--- src/rtl/trap_unit.sv ---
// trap_unit: trap sequencer at the write-back boundary.
// It picks one event per cycle from a synchronous exception, an enabled pending
// interrupt or an MRET. It raises the CSR-file strobes for that event, then
// flushes the front of the pipe and redirects fetch to the registered target.
module trap_unit #(
  parameter logic [31:0] RESET_PC = 32'h0000_0000
) (
  input  logic        clk_i,
  input  logic        rst_i,
  input  logic        xint_meip_i,
  input  logic        xint_mtip_i,
  input  logic        xint_msip_i,
  input  logic        mstatus_mie_i,
  input  logic [31:0] mie_i,
  input  logic        wb_valid_i,
  input  logic [31:0] wb_pc_i,
  input  logic        exc_taken_i,
  input  logic        mret_i,
  input  logic [31:0] mtvec_i,
  input  logic [31:0] mepc_i,
  input  logic        fetch_ready_i,
  output logic        kill_wb_o,
  output logic        int_taken_o,
  output logic [31:0] int_mcause_o,
  output logic [31:0] int_mepc_o,
  output logic        mret_o,
  output logic        flush_o,
  output logic        redirect_valid_o,
  output logic [31:0] redirect_pc_o,
  output logic        busy_o
);

  typedef enum logic [1:0] {
    IDLE     = 2'd0,
    FLUSH    = 2'd1,
    REDIRECT = 2'd2
  } state_t;

  state_t      state;
  state_t      state_nxt;
  logic [31:0] target_p1;
  logic [31:0] target_nxt;
  logic        en_mei;
  logic        en_msi;
  logic        en_mti;
  logic        int_any;
  logic        int_req;
  logic [3:0]  int_code;
  logic        idle;
  logic        exc_acc;
  logic        int_acc;
  logic        mret_acc;
  logic        evt_acc;

  // Enable bits and address bits that never influence the trap decision.
  logic unused_bits;
  assign unused_bits = ^{mie_i[31:12], mie_i[10:8], mie_i[6:4], mie_i[2:0], mepc_i[1:0]};

  // Word-align an address by clearing its two low bits.
  function automatic logic [31:0] align4(input logic [31:0] addr);
    return {addr[31:2], 2'b00};
  endfunction

  // Interrupt entry point: base + 4*code in vectored mode, base otherwise (wraps mod 2^32).
  function automatic logic [31:0] int_vector(input logic [31:0] mtvec, input logic [3:0] code);
    logic [31:0] vec;
    if (mtvec[1:0] == 2'b01)
      vec = align4(mtvec) + {26'd0, code, 2'b00};
    else
      vec = align4(mtvec);
    return vec;
  endfunction

  // Event arbitration: exception over interrupt over MRET, only while idle and out of reset.
  always_comb begin
    en_mei  = xint_meip_i & mie_i[11];
    en_msi  = xint_msip_i & mie_i[3];
    en_mti  = xint_mtip_i & mie_i[7];
    int_any = en_mei | en_msi | en_mti;
    if (en_mei)
      int_code = 4'd11;
    else if (en_msi)
      int_code = 4'd3;
    else
      int_code = 4'd7;
    idle     = rst_i & (state == IDLE);
    int_req  = mstatus_mie_i & wb_valid_i & ~exc_taken_i & int_any;
    exc_acc  = idle & exc_taken_i;
    int_acc  = idle & int_req;
    mret_acc = idle & ~exc_taken_i & ~int_req & mret_i;
    evt_acc  = exc_acc | int_acc | mret_acc;
    if (exc_acc)
      target_nxt = align4(mtvec_i);
    else if (int_acc)
      target_nxt = int_vector(mtvec_i, int_code);
    else
      target_nxt = align4(mepc_i);
  end

  // State register.
  always_ff @(posedge clk_i) begin
    if (!rst_i)
      state <= IDLE;
    else
      state <= state_nxt;
  end

  // Next-state: accept -> one flush cycle -> hold redirect until fetch takes it.
  always_comb begin
    state_nxt = state;
    case (state)
      IDLE:     if (evt_acc) state_nxt = FLUSH;
      FLUSH:    state_nxt = REDIRECT;
      REDIRECT: if (fetch_ready_i) state_nxt = IDLE;
      default:  state_nxt = IDLE;
    endcase
  end

  // Target register: captured only on an accepted event so it stays stable while busy.
  always_ff @(posedge clk_i) begin
    if (!rst_i)
      target_p1 <= RESET_PC;
    else if (evt_acc)
      target_p1 <= target_nxt;
  end

  // Outputs: strobes are combinational in the accept cycle, sequencing decodes the state.
  always_comb begin
    kill_wb_o        = int_acc;
    int_taken_o      = int_acc;
    int_mcause_o     = int_acc ? {1'b1, 27'd0, int_code} : 32'd0;
    int_mepc_o       = int_acc ? wb_pc_i : 32'd0;
    mret_o           = mret_acc;
    flush_o          = (state == FLUSH);
    redirect_valid_o = (state == REDIRECT);
    redirect_pc_o    = target_p1;
    busy_o           = (state != IDLE);
  end

endmodule

--- config.mk ---
export PLATFORM = sky130hd
export DESIGN_NAME = trap_unit
export DESIGN_NICKNAME = d
export VERILOG_FILES = /design/src/rtl/trap_unit.sv
export SDC_FILE = /design/constraint.sdc
export NUM_CORES = 1
export LEC_CHECK = 0
export ABC_AREA = 1
export BUFFER_PORTS_ARGS = -buffer_cell sky130_fd_sc_hd__buf_2
export CAP_MARGIN = 20
export CORE_ASPECT_RATIO = 0.75
export CORE_MARGIN = 3
export CORE_UTILIZATION = 40
export DETAILED_ROUTE_END_ITERATION = 8
export PLACE_DENSITY = 0.8
export SLEW_MARGIN = 20
export SYNTH_ARGS = -nofsm -noshare
export SYNTH_HDL_FRONTEND = slang
export SYNTH_SLANG_ARGS = --single-unit
--- constraint.sdc ---
create_clock -name clk_i -period 2.5 [get_ports clk_i]
set_input_delay 0.5 -clock clk_i [delete_from_list [all_inputs] [get_ports clk_i]]
set_output_delay 0.5 -clock clk_i [all_outputs]
set_load 0.1 [all_outputs]
==> flow_metrics.py <==
metrics = {
    "die": {
        "floorplan_die_width_um": 110,
        "core_region_area_um2": 7600,
        "ioPinCount": 240,
        "die_h_um": 83.9,
        "floorplan.die_area_um2": 9220,
        "rows": 27,
        "initial_core_util_pct": 42.6,
    },
    "clock_tree": {
        "clock_tree_from_tritoncts": "done",
        "ctsRootBufferMaster": "sky130_fd_sc_hd__clkbuf_8",
        "post_cts.repair.setup_buffers": 0,
        "cts_sinks": 32,
        "cts.path.max_buffers": 2,
        "post_cts_hold_buffer_count": 0,
        "ctsResizeCount": 0,
        "cts.clk_slew.worst_paths_ns": 0.06,
        "cts_buffers": 5,
        "htreeDepth": 2,
        "clock_latency_ns": 0.29,
    },
    "cells_and_area": {
        "layout-drive-gt1-share_pct": 34.4,
        "multi_input_comb_area_um2": 2130,
        "antenna_cells_inserted": 0,
        "area_growth_pct": 52.0,
        "mostFrequentLayoutCells": "sky130_fd_sc_hd__buf_2, sky130_fd_sc_hd__nand2_1, sky130_fd_sc_hd__inv_1",
        "final_common_cell": "sky130_fd_sc_hd__buf_2",
        "regArea_um2": 641,
        "num-fill-cells": 676,
        "finalNonFillerCells": 816,
        "nets_final": 855,
    },
    "global_route": {
        "grtUsageTotal_pct": 25.1,
        "vias_in_the_first_global_route": 3903,
        "grt_first_pass_wirelength_um": 18700,
        "leftover_overflow_at_the_end_of_global_routing": 0,
        "grt_antenna_before_repair": 0,
        "grt_start_max_net_pins": 40,
    },
    "placed_design": {
        "place_worst_setup_slack_ns": 0.0391,
        "detailed_place_hpwl_um": 9570,
        "gp_congestion": 0.973,
        "dp.cells": 808,
        "port-buffer-count": 179,
    },
    "worst_setup_path": {
        "crit-reg2reg-capture": "redirect_pc_o[21]",
        "launching_point_of_the_worst_reg2reg_path": "state[1]",
        "worstRegToRegCells": 9,
        "timing.setup.critical_path_class": "flip-flop to output port",
        "critPathArrivalTime_ns": 1.81,
        "worstPathRequired_ns": 2.00,
        "critical_path.cell_chain": "inv_1 > nand3_2 > inv_2 > nand3_4 > buf_12 > nor2_2 > buf_12",
        "critPathMostFrequentCell": "sky130_fd_sc_hd__buf_12",
        "top_fanout_value_on_the_critical_path": 17,
        "worst_setup_path_start_kind": "flip-flop",
        "slowest_delay_ns": 0.31,
        "critPathSlowestCell": "sky130_fd_sc_hd__dfxtp_1",
        "ff2ff_setup_slack_ns": 0.52,
        "setup.worst_path.end_class": "output port",
    },
    "timing": {
        "finalWorstPathRequiredPeriod_ns": 2.31,
        "timing.final.setup_violations": 0,
        "timing_max_transition_violations_final": 0,
        "timing.final.crit_share_pct": 92.6,
        "worst_slack_ns": 0.186,
        "grt_setup_unrepaired": "false",
        "finalClockSkew_ns": 0.00867,
        "fmax_mhz": 432,
        "finalSetupTns_ns": 0,
        "finalHoldViolCount": 0,
    },
    "power_and_ir_drop": {
        "totalPowerFinal_uw": 2110,
        "power_density_over_the_cells_nw_per_um2": 428,
        "static-leakage-power_uw": 0.00251,
        "vdd_ir_drop_max_v": 0.000265,
    },
    "routing": {
        "route.vias.total": 4130,
        "routed_wire_length_per_instance_um": 14.4,
        "ant_nets": 0,
        "dr.pass1.iters": 6,
        "route.detailed.vias_per_inst": 5.06,
        "initialDrtViolationCount": 408,
        "drt_drc": 0,
        "wl_um": 11700,
    },
    "hold_path": {
        "hold_path_depth": 3,
        "worstHoldEndpoint": "redirect_pc_o[2]",
        "hold_path.class": "input port to flip-flop",
        "holdCritStartpoint": "rst_i",
    },
    "synth": {
        "synth.cell_area_um2": 3240,
        "synth.distinct_cells": 31,
        "edff_count_synth": 0,
        "post_synth_inst_count": 540,
        "yosysSeqAreaShare_pct": 19.8,
        "ys_dominant_reg_cell": "sky130_fd_sc_hd__dfxtp_1",
        "number_of_warnings_issued_by_yosys": 0,
        "async_reset_ff_share_pct": 0,
        "postSynthRegisterBits": 32,
        "avgSynthCellArea_um2": 6.00,
    },
    "run_status": {
        "run_status": "finished, final reports clean",
    },
    "job": {
        "count_of_max_cap_constraint_violations": 0,
    },
}
## routing by layer
metal,routed length (um),global-route usage [%],vias up,part of all wire (%)
met5,0,0,-,0
met4,133,5.21,0,1.1
met3,1130,4.33,13,9.6
met2,5570,42.0,222,47
met1,4900,33.6,1873,42
li1,-,-,2022,-
## synth_stat cells (all sizes together) (12+ instances only)
| cell | n | share of area, % |
|---|---|---|
| a21oi | 29 | 4.5 |
| a22oi | 25 | 5.8 |
| buf | 50 | 12 |
| dfxtp | 32 | 20 |
| inv | 83 | 9.7 |
| nand2 | 125 | 15 |
| nand3 | 43 | 7.3 |
| nand4 | 15 | 2.9 |
| nor2 | 73 | 9.1 |
| o21a | 25 | 5.8 |
| o21ai | 12 | 1.9 |
## where the power goes
part | switching (uW) | internal, uW | total (uW)
clock network | 203 | 225 | 427
registers | 23.7 | 553 | 577
logic | 871 | 233 | 1100
total | 1100 | 1010 | 2110
## kinds of logic (layout without fill, tap and decap cells)
group	Yosys count	after routing	share of synthesized area, %
simple gates	262	262	35.4
buf+inv	140	287	22.9
compound gates	97	97	19.3
flops	32	32	19.8
xor+xnor	5	5	1.35
fa+ha+maj	3	3	1.16
other cells	1	29	0.116
## state kept, by name (all words and copies together) (netlist names)
name           cells
redirect_pc_o     30
state              2
## metrics by stage
stage / utilization (%) / cell area [um2] / hold slack, ns
6_report: 64.8 / 4920 / 0.512
3_3_place_gp: 63.6 / 4830 / 0.478
2_1_floorplan: - / 3510 / 0.572
4_1_cts: 64.8 / 4920 / 0.502
3_5_place_dp: 63.6 / 4830 / 0.500
5_1_grt: 64.8 / 4920 / 0.524
## worst max path at each step
stage | slack, ns | depth (start not counted) | startpoint | endpoint
after global placement | 0.09 | 16 | xint_meip_i | redirect_pc_o[31]
final | 0.19 | 7 | state[1] | int_mepc_o[20]
after floorplan | -0.30 | 7 | xint_meip_i | int_mcause_o[2]
after CTS | 0.18 | 7 | state[1] | int_mepc_o[20]
after detailed placement | 0.04 | 16 | xint_meip_i | redirect_pc_o[23]
after global routing | 0.07 | 15 | xint_meip_i | redirect_pc_o[23]
## cell type report
type,instances,share of cell area (%)
timing repair buffer,194,32.9
sequential,32,13.0
clock buffer,8,1.83
tap,101,2.57
multi-input combinational,396,43.2
inverter,85,6.53
## worst max-delay path, delay by kind of cell (launching register included)
family,cells,cell delay (ns)
simple gates,3,0.53
flops,1,0.31
buf+inv,4,0.68
Power figures use the tool's default switching activity.
